`src/rtl/ov7670_pkg.sv`:
```
// rtl/ov7670_pkg.sv - shared state encoding and constants for the OV7670 configuration sequencer
package ov7670_pkg;

  typedef enum logic [2:0] {
    ST_PWR,
    ST_RST,
    ST_LOAD,
    ST_WRITE,
    ST_GAP,
    ST_DONE,
    ST_ERROR
  } cfg_state_t;

  localparam logic [7:0] SCCB_DEV_ID = 8'h42;
  localparam logic [7:0] SWRST_REG   = 8'h12;

  localparam int         DEF_PWR_DLY_CYC = 150_000;
  localparam int         DEF_RST_DLY_CYC = 150_000;
  localparam int         DEF_GAP_CYC     = 500;
  localparam int         DEF_SWRST_CYC   = 50_000;
  localparam int         DEF_TMO_CYC     = 20_000;
  localparam logic [7:0] DEF_REG_NUM     = 8'd166;

  function automatic int max_int(input int a, input int b);
    return (a > b) ? a : b;
  endfunction

  // COM7 with bit7 set resets every sensor register; the sensor needs time to recover.
  function automatic logic is_swrst(input logic [7:0] addr, input logic [7:0] data);
    return (addr == SWRST_REG) && data[7];
  endfunction

endpackage

```
`src/rtl/ov7670_reg_rom.sv`:
```
// rtl/ov7670_reg_rom.sv - registered OV7670 register table, {addr,data} per entry
module ov7670_reg_rom
  import ov7670_pkg::*;
(
  input  logic        sclk,
  input  logic        rst_n,
  input  logic        en,
  input  logic [7:0]  idx,
  output logic [15:0] q
);

  // Entries past the populated table read as FF/FF, an inert write to an unused register.
  function automatic logic [15:0] rom_entry(input logic [7:0] i);
    case (i)
      8'd0:  rom_entry = 16'h1280;  8'd1:  rom_entry = 16'h1101;
      8'd2:  rom_entry = 16'h3a04;  8'd3:  rom_entry = 16'h1204;
      8'd4:  rom_entry = 16'h8c00;  8'd5:  rom_entry = 16'h40d0;
      8'd6:  rom_entry = 16'h1716;  8'd7:  rom_entry = 16'h1804;
      8'd8:  rom_entry = 16'h3224;  8'd9:  rom_entry = 16'h1902;
      8'd10: rom_entry = 16'h1a7a;  8'd11: rom_entry = 16'h030a;
      8'd12: rom_entry = 16'h0c04;  8'd13: rom_entry = 16'h3e19;
      8'd14: rom_entry = 16'h703a;  8'd15: rom_entry = 16'h7135;
      8'd16: rom_entry = 16'h7211;  8'd17: rom_entry = 16'h73f1;
      8'd18: rom_entry = 16'ha202;  8'd19: rom_entry = 16'h7a20;
      8'd20: rom_entry = 16'h7b10;  8'd21: rom_entry = 16'h7c1e;
      8'd22: rom_entry = 16'h7d35;  8'd23: rom_entry = 16'h7e5a;
      8'd24: rom_entry = 16'h7f69;  8'd25: rom_entry = 16'h8076;
      8'd26: rom_entry = 16'h8180;  8'd27: rom_entry = 16'h8288;
      8'd28: rom_entry = 16'h838f;  8'd29: rom_entry = 16'h8496;
      8'd30: rom_entry = 16'h85a3;  8'd31: rom_entry = 16'h86af;
      8'd32: rom_entry = 16'h87c4;  8'd33: rom_entry = 16'h88d7;
      8'd34: rom_entry = 16'h89e8;  8'd35: rom_entry = 16'h13e0;
      8'd36: rom_entry = 16'h0000;  8'd37: rom_entry = 16'h1000;
      8'd38: rom_entry = 16'h0d40;  8'd39: rom_entry = 16'h1418;
      8'd40: rom_entry = 16'ha505;  8'd41: rom_entry = 16'hab07;
      8'd42: rom_entry = 16'h2495;  8'd43: rom_entry = 16'h2533;
      8'd44: rom_entry = 16'h26e3;  8'd45: rom_entry = 16'h9f78;
      8'd46: rom_entry = 16'ha068;  8'd47: rom_entry = 16'ha103;
      8'd48: rom_entry = 16'ha6d8;  8'd49: rom_entry = 16'ha7d8;
      8'd50: rom_entry = 16'ha8f0;  8'd51: rom_entry = 16'ha990;
      8'd52: rom_entry = 16'haa94;  8'd53: rom_entry = 16'h13e5;
      default: rom_entry = 16'hffff;
    endcase
  endfunction

  always_ff @(posedge sclk or negedge rst_n) begin
    if (!rst_n) begin
      q <= '0;
    end else if (en) begin
      q <= rom_entry(idx);
    end
  end

endmodule

```
`src/rtl/ov7670_cfg_seq.sv`:
```
// rtl/ov7670_cfg_seq.sv - OV7670 power-up timing and register-table write sequencer
module ov7670_cfg_seq
  import ov7670_pkg::*;
#(
  parameter int         PWR_DLY_CYC = DEF_PWR_DLY_CYC,
  parameter int         RST_DLY_CYC = DEF_RST_DLY_CYC,
  parameter int         GAP_CYC     = DEF_GAP_CYC,
  parameter int         SWRST_CYC   = DEF_SWRST_CYC,
  parameter int         TMO_CYC     = DEF_TMO_CYC,
  parameter logic [7:0] REG_NUM     = DEF_REG_NUM
) (
  input  logic       sclk,
  input  logic       rst_n,
  input  logic       start,
  input  logic       wr_done,
  output logic       wr_en,
  output logic [7:0] wr_addr,
  output logic [7:0] wr_data,
  output logic       cam_rst_n,
  output logic       cam_pwdn,
  output logic [7:0] reg_idx,
  output logic       cfg_busy,
  output logic       cfg_done,
  output logic       cfg_err
);

  localparam int MAX_CYC = max_int(max_int(max_int(PWR_DLY_CYC, RST_DLY_CYC),
                                           max_int(GAP_CYC, SWRST_CYC)), TMO_CYC);
  localparam int CNT_W   = $clog2(MAX_CYC + 1);

  localparam logic [CNT_W-1:0] PWR_LAST   = CNT_W'(PWR_DLY_CYC - 1);
  localparam logic [CNT_W-1:0] RST_LAST   = CNT_W'(RST_DLY_CYC - 1);
  localparam logic [CNT_W-1:0] GAP_LAST   = CNT_W'(GAP_CYC - 1);
  localparam logic [CNT_W-1:0] SWRST_LAST = CNT_W'(SWRST_CYC - 1);
  localparam logic [CNT_W-1:0] TMO_LAST   = CNT_W'(TMO_CYC - 1);

  cfg_state_t       state, state_nxt;
  logic [CNT_W-1:0] cnt, cnt_nxt;
  logic [7:0]       idx_nxt;
  logic [15:0]      rom_q;
  logic [CNT_W-1:0] gap_last;

  ov7670_reg_rom u_rom (
    .sclk  (sclk),
    .rst_n (rst_n),
    .en    (state == ST_LOAD),
    .idx   (reg_idx),
    .q     (rom_q)
  );

  // The ROM output register only loads in LOAD, so it doubles as the held write payload.
  assign wr_addr  = rom_q[15:8];
  assign wr_data  = rom_q[7:0];
  assign gap_last = is_swrst(wr_addr, wr_data) ? SWRST_LAST : GAP_LAST;

  always_ff @(posedge sclk or negedge rst_n) begin
    if (!rst_n) begin
      state    <= ST_PWR;
      cnt      <= '0;
      reg_idx  <= '0;
      cam_pwdn <= 1'b1;
    end else begin
      state    <= state_nxt;
      cnt      <= cnt_nxt;
      reg_idx  <= idx_nxt;
      cam_pwdn <= 1'b0;
    end
  end

  always_comb begin
    state_nxt = state;
    cnt_nxt   = cnt + 1'b1;
    idx_nxt   = reg_idx;
    case (state)
      ST_PWR: begin
        if (cnt == PWR_LAST) begin
          state_nxt = ST_RST;
          cnt_nxt   = '0;
        end
      end
      ST_RST: begin
        if (cnt == RST_LAST) begin
          state_nxt = ST_LOAD;
          cnt_nxt   = '0;
          idx_nxt   = '0;
        end
      end
      ST_LOAD: begin
        state_nxt = ST_WRITE;
        cnt_nxt   = '0;
      end
      ST_WRITE: begin
        // A completion arriving on the timeout cycle still counts as success.
        if (wr_done) begin
          state_nxt = ST_GAP;
          cnt_nxt   = '0;
        end else if (cnt == TMO_LAST) begin
          state_nxt = ST_ERROR;
          cnt_nxt   = '0;
        end
      end
      ST_GAP: begin
        if (cnt == gap_last) begin
          cnt_nxt = '0;
          if (reg_idx == REG_NUM - 8'd1) begin
            state_nxt = ST_DONE;
          end else begin
            state_nxt = ST_LOAD;
            idx_nxt   = reg_idx + 8'd1;
          end
        end
      end
      ST_DONE, ST_ERROR: begin
        cnt_nxt = cnt;
        if (start) begin
          state_nxt = ST_LOAD;
          cnt_nxt   = '0;
          idx_nxt   = '0;
        end
      end
      default: begin
        state_nxt = ST_PWR;
        cnt_nxt   = '0;
      end
    endcase
  end

  assign wr_en     = (state == ST_WRITE);
  assign cam_rst_n = (state != ST_PWR);
  assign cfg_done  = (state == ST_DONE);
  assign cfg_err   = (state == ST_ERROR);
  assign cfg_busy  = !(cfg_done || cfg_err);

endmodule

```
`config.mk`:
```
export PLATFORM = sky130hd
export DESIGN_NAME = ov7670_cfg_seq
export DESIGN_NICKNAME = d
export VERILOG_FILES = /design/src/rtl/ov7670_pkg.sv /design/src/rtl/ov7670_reg_rom.sv /design/src/rtl/ov7670_cfg_seq.sv
export SDC_FILE = /design/constraint.sdc
export NUM_CORES = 1
export LEC_CHECK = 0
export CAP_MARGIN = 20
export CORE_MARGIN = 4
export CORE_UTILIZATION = 59
export CTS_CLUSTER_SIZE = 30
export DETAILED_ROUTE_END_ITERATION = 12
export PLACE_DENSITY = 0.81
export SYNTH_ARGS = -nofsm -noshare
export SYNTH_HDL_FRONTEND = slang
export SYNTH_SLANG_ARGS = --single-unit
```
`constraint.sdc`:
```
create_clock -name sclk -period 2.9 [get_ports sclk]
set_input_delay 0.87 -clock sclk [delete_from_list [all_inputs] [get_ports sclk]]
set_output_delay 0.87 -clock sclk [all_outputs]
set_load 0.02 [all_outputs]
```
==> flow_summary.ini <==
[status]
status = completed

[global_route]
overflow = 0
grt.busiest_layer = met1
grt_max_degree = 43
grt_pass1_vias = 3628
antenna_found_initial = 0
grt_use_met2_pct = 43.3
grt_util_met3_pct = 5.64
grtUsageMet1_pct = 44.2
grt_pass1_wl_um = 18100
gr-usage-all-layers_pct = 29.4

[yosys]
yosys_warnings = 0
async_flop_share_pct = 100
synth_nets = 526
synth_top_area_share_pct = 29.7
netlist_instances = 504
synth_area_leaders = dfrtp_1, nand2_1, nor2_1
synth-seq-cells = 46
synth-edff-count = 0
ys.flop_type = dfrtp_1
synth.avg_cell_area_um2 = 7.52
ys_seq_area_share_pct = 30.4
synth.distinct_cells = 69
netlist.top_cell.by_area = dfrtp_1
syn_area_mm2 = 0.00379

[floorplan]
die_y_um = 88.1
die_area_mm2 = 0.00777
core_mm2 = 0.00606
ios = 34
initial_core_util_pct = 62.5
rows = 28
die_w_um = 88.1

[sta]
setup_viol = 0
rsz0062_at_grt = no
max_slew.worst_pin.slew_ns = 0.829
fmax_mhz = 368
finalCriticalPeriod_ns = 2.71
setup_tns_ns = 0
slew-limit-headroom_pct = 44.7
period_share_pct = 93.6
clock-skew-final_ns = 0.00763
hold_violations = 0
drv_slew = 0

[clocking]
ctsLongestPathBuffers = 2
cts_tree = done
cts_root_buf = clkbuf_8
cts_max_level = 2
clk_latency_ns = 0.31
cts_num_sinks = 46
cts_buffers = 5
clk_pin_slew_ns = 0.10

[setup_path]
crit_required_ns = 2.03
rr_endpoint = state[1]$_DFFE_PN0P_
worstSetupEndpointType = output pin
r2r-start = cnt[0]$_DFFE_PN0P_
crit_start = state[1]$_DFFE_PN0P_
path_max_fanout = 15
critPathLaunchType = flop
r2r.worst_path.cells = 8
cp_slowest_cell = clkdlybuf4s50_1
arrival_ns = 1.84
critical_path.max_stage_delay_ns = 0.62
path_cells = nand2_1 > nor2_1 > clkdlybuf4s50_1
rrSetupSlack_ns = 0.38
path_class = flop to output pin
endpoint = wr_en

[finish]
syn2layout_area_growth_pct = 12.9
mostFrequentLayoutCells = nand2_1, nor2_1, dfrtp_1
stdcell_area_mm2 = 0.00428
nNetsFinal = 541
drive_gt1_share_pct = 7.12
final_cells = 595
final_common_cell = nand2_1
antennaDiodeCount = 0
fill_cells = 519

[power]
leakage_nw = 1.75
powerDensity_mw_per_mm2 = 253
total_power_mw = 1.08
irDropWorstVdd_v = 0.000244

[placement]
hpwlAfterDp_um = 7630
place.gp.congestion = 0.961
place_area_mm2 = 0.00418
dp.cells = 587
portBuffers = 33

[drt]
first_iter_violations = 639
wirelength_um = 10700
first_pass_iters = 6
via_per_inst = 6.72
dr_total_vias = 3997
ant_nets = 0
drc = 0
wl_per_cell_um = 18.0

[job]
cap_violations = 0

[worst_hold_path]
hold_path.class = flop to flop
hold_start = u_rom.q[0]$_DFFE_PN0P_
==> critical path, delay by kind of cell, from the launching register on <==
| family | cells | cell delay (ns) |
|---|---|---|
| buffers and inverters | 1 | 0.62 |
| flip-flops | 1 | 0.60 |
| AND/OR/NAND/NOR | 2 | 0.32 |
==> worst min-delay path by stage <==
stage / end / slack, ns / cells after the start
final: u_rom.q[0]$_DFFE_PN0P_ / 0.50 / 1
after global routing: u_rom.q[0]$_DFFE_PN0P_ / 0.53 / 1
after CTS: u_rom.q[0]$_DFFE_PN0P_ / 0.50 / 1
after detailed placement: u_rom.q[0]$_DFFE_PN0P_ / 0.48 / 1
after global placement: u_rom.q[0]$_DFFE_PN0P_ / 0.47 / 1
after floorplan: cnt[17]$_DFFE_PN0P_ / 0.50 / 2
==> through the flow <==
stage          worst slack, ns  hold WS, ns  utilization (%)
2_1_floorplan            0.517        0.498                -
3_3_place_gp             0.370        0.472             69.0
3_5_place_dp             0.286        0.481             69.0
4_1_cts                  0.120        0.501             70.6
5_1_grt                 0.0227        0.528             70.6
6_report                 0.186        0.496             70.6
==> cell type report <==
class / instances / area, um^2 / area share (%)
clock buffer: 5 / 68.8 / 1.61
clock inverter: 3 / 23.8 / 0.556
inverter: 9 / 33.8 / 0.790
multi-input combinational: 407 / 2440 / 57.0
sequential: 46 / 1150 / 27.0
tap: 75 / 93.8 / 2.19
timing repair buffer: 50 / 465 / 10.9
==> Yosys cell counts (3+ instances only) <==
master,count
o21ai_0,38
nor4b_1,3
nor3_1,9
o21a_1,4
nand3_1,13
mux2i_1,3
clkbuf_1,27
nand4_1,8
nor2b_1,16
o311ai_0,3
and3_1,3
o221ai_1,4
nor2_1,62
nand2_1,66
a31oi_1,7
or3_1,3
o31ai_1,7
a211oi_1,5
o211ai_1,13
a311oi_1,3
nand2b_1,6
nand4b_1,3
dfrtp_1,45
and2_1,11
buf_1,4
buf_2,9
o21ai_1,4
a21oi_1,30
o22ai_1,13
ha_1,18
inv_1,9
==> flip-flops by register name, summed over array words and instances, names as in the netlist <==
name	flops
state	3
u_rom.q	16
reg_idx	8
cnt	18
cam_pwdn	1
==> cells by family after synthesis <==
family / synth area share (%)
AO/OA/AOI/OAI: 27.5
XOR/XNOR: 0.694
adder cells (fa/ha/maj): 6.21
buffers and inverters: 5.42
flip-flops: 30.4
multiplexers: 1.09
other: 0.0990
AND/OR/NAND/NOR: 28.5
==> layer usage <==
layer / wire length [um] / up-vias
met5: 0 / -
met4: 163 / 0
met3: 1140 / 19
met2: 4680 / 251
met1: 4740 / 1872
li1: - / 1855
==> timing repair <==
item | CTS | global route
hold buffers | 0 | 0
endpoints found under the setup margin | 0 | 1
setup buffers | 0 | 0
gates resized for setup | 0 | 1
==> report_power, final <==
group / switching [mW] / total, mW / internal (mW) / leakage [nW]
combinational: 0.0159 / 0.0223 / 0.00638 / 1.10
clock: 0.243 / 0.415 / 0.173 / 0.0408
sequential: 0.00145 / 0.644 / 0.643 / 0.605
Note: power is estimated with default switching activity, not from simulation.
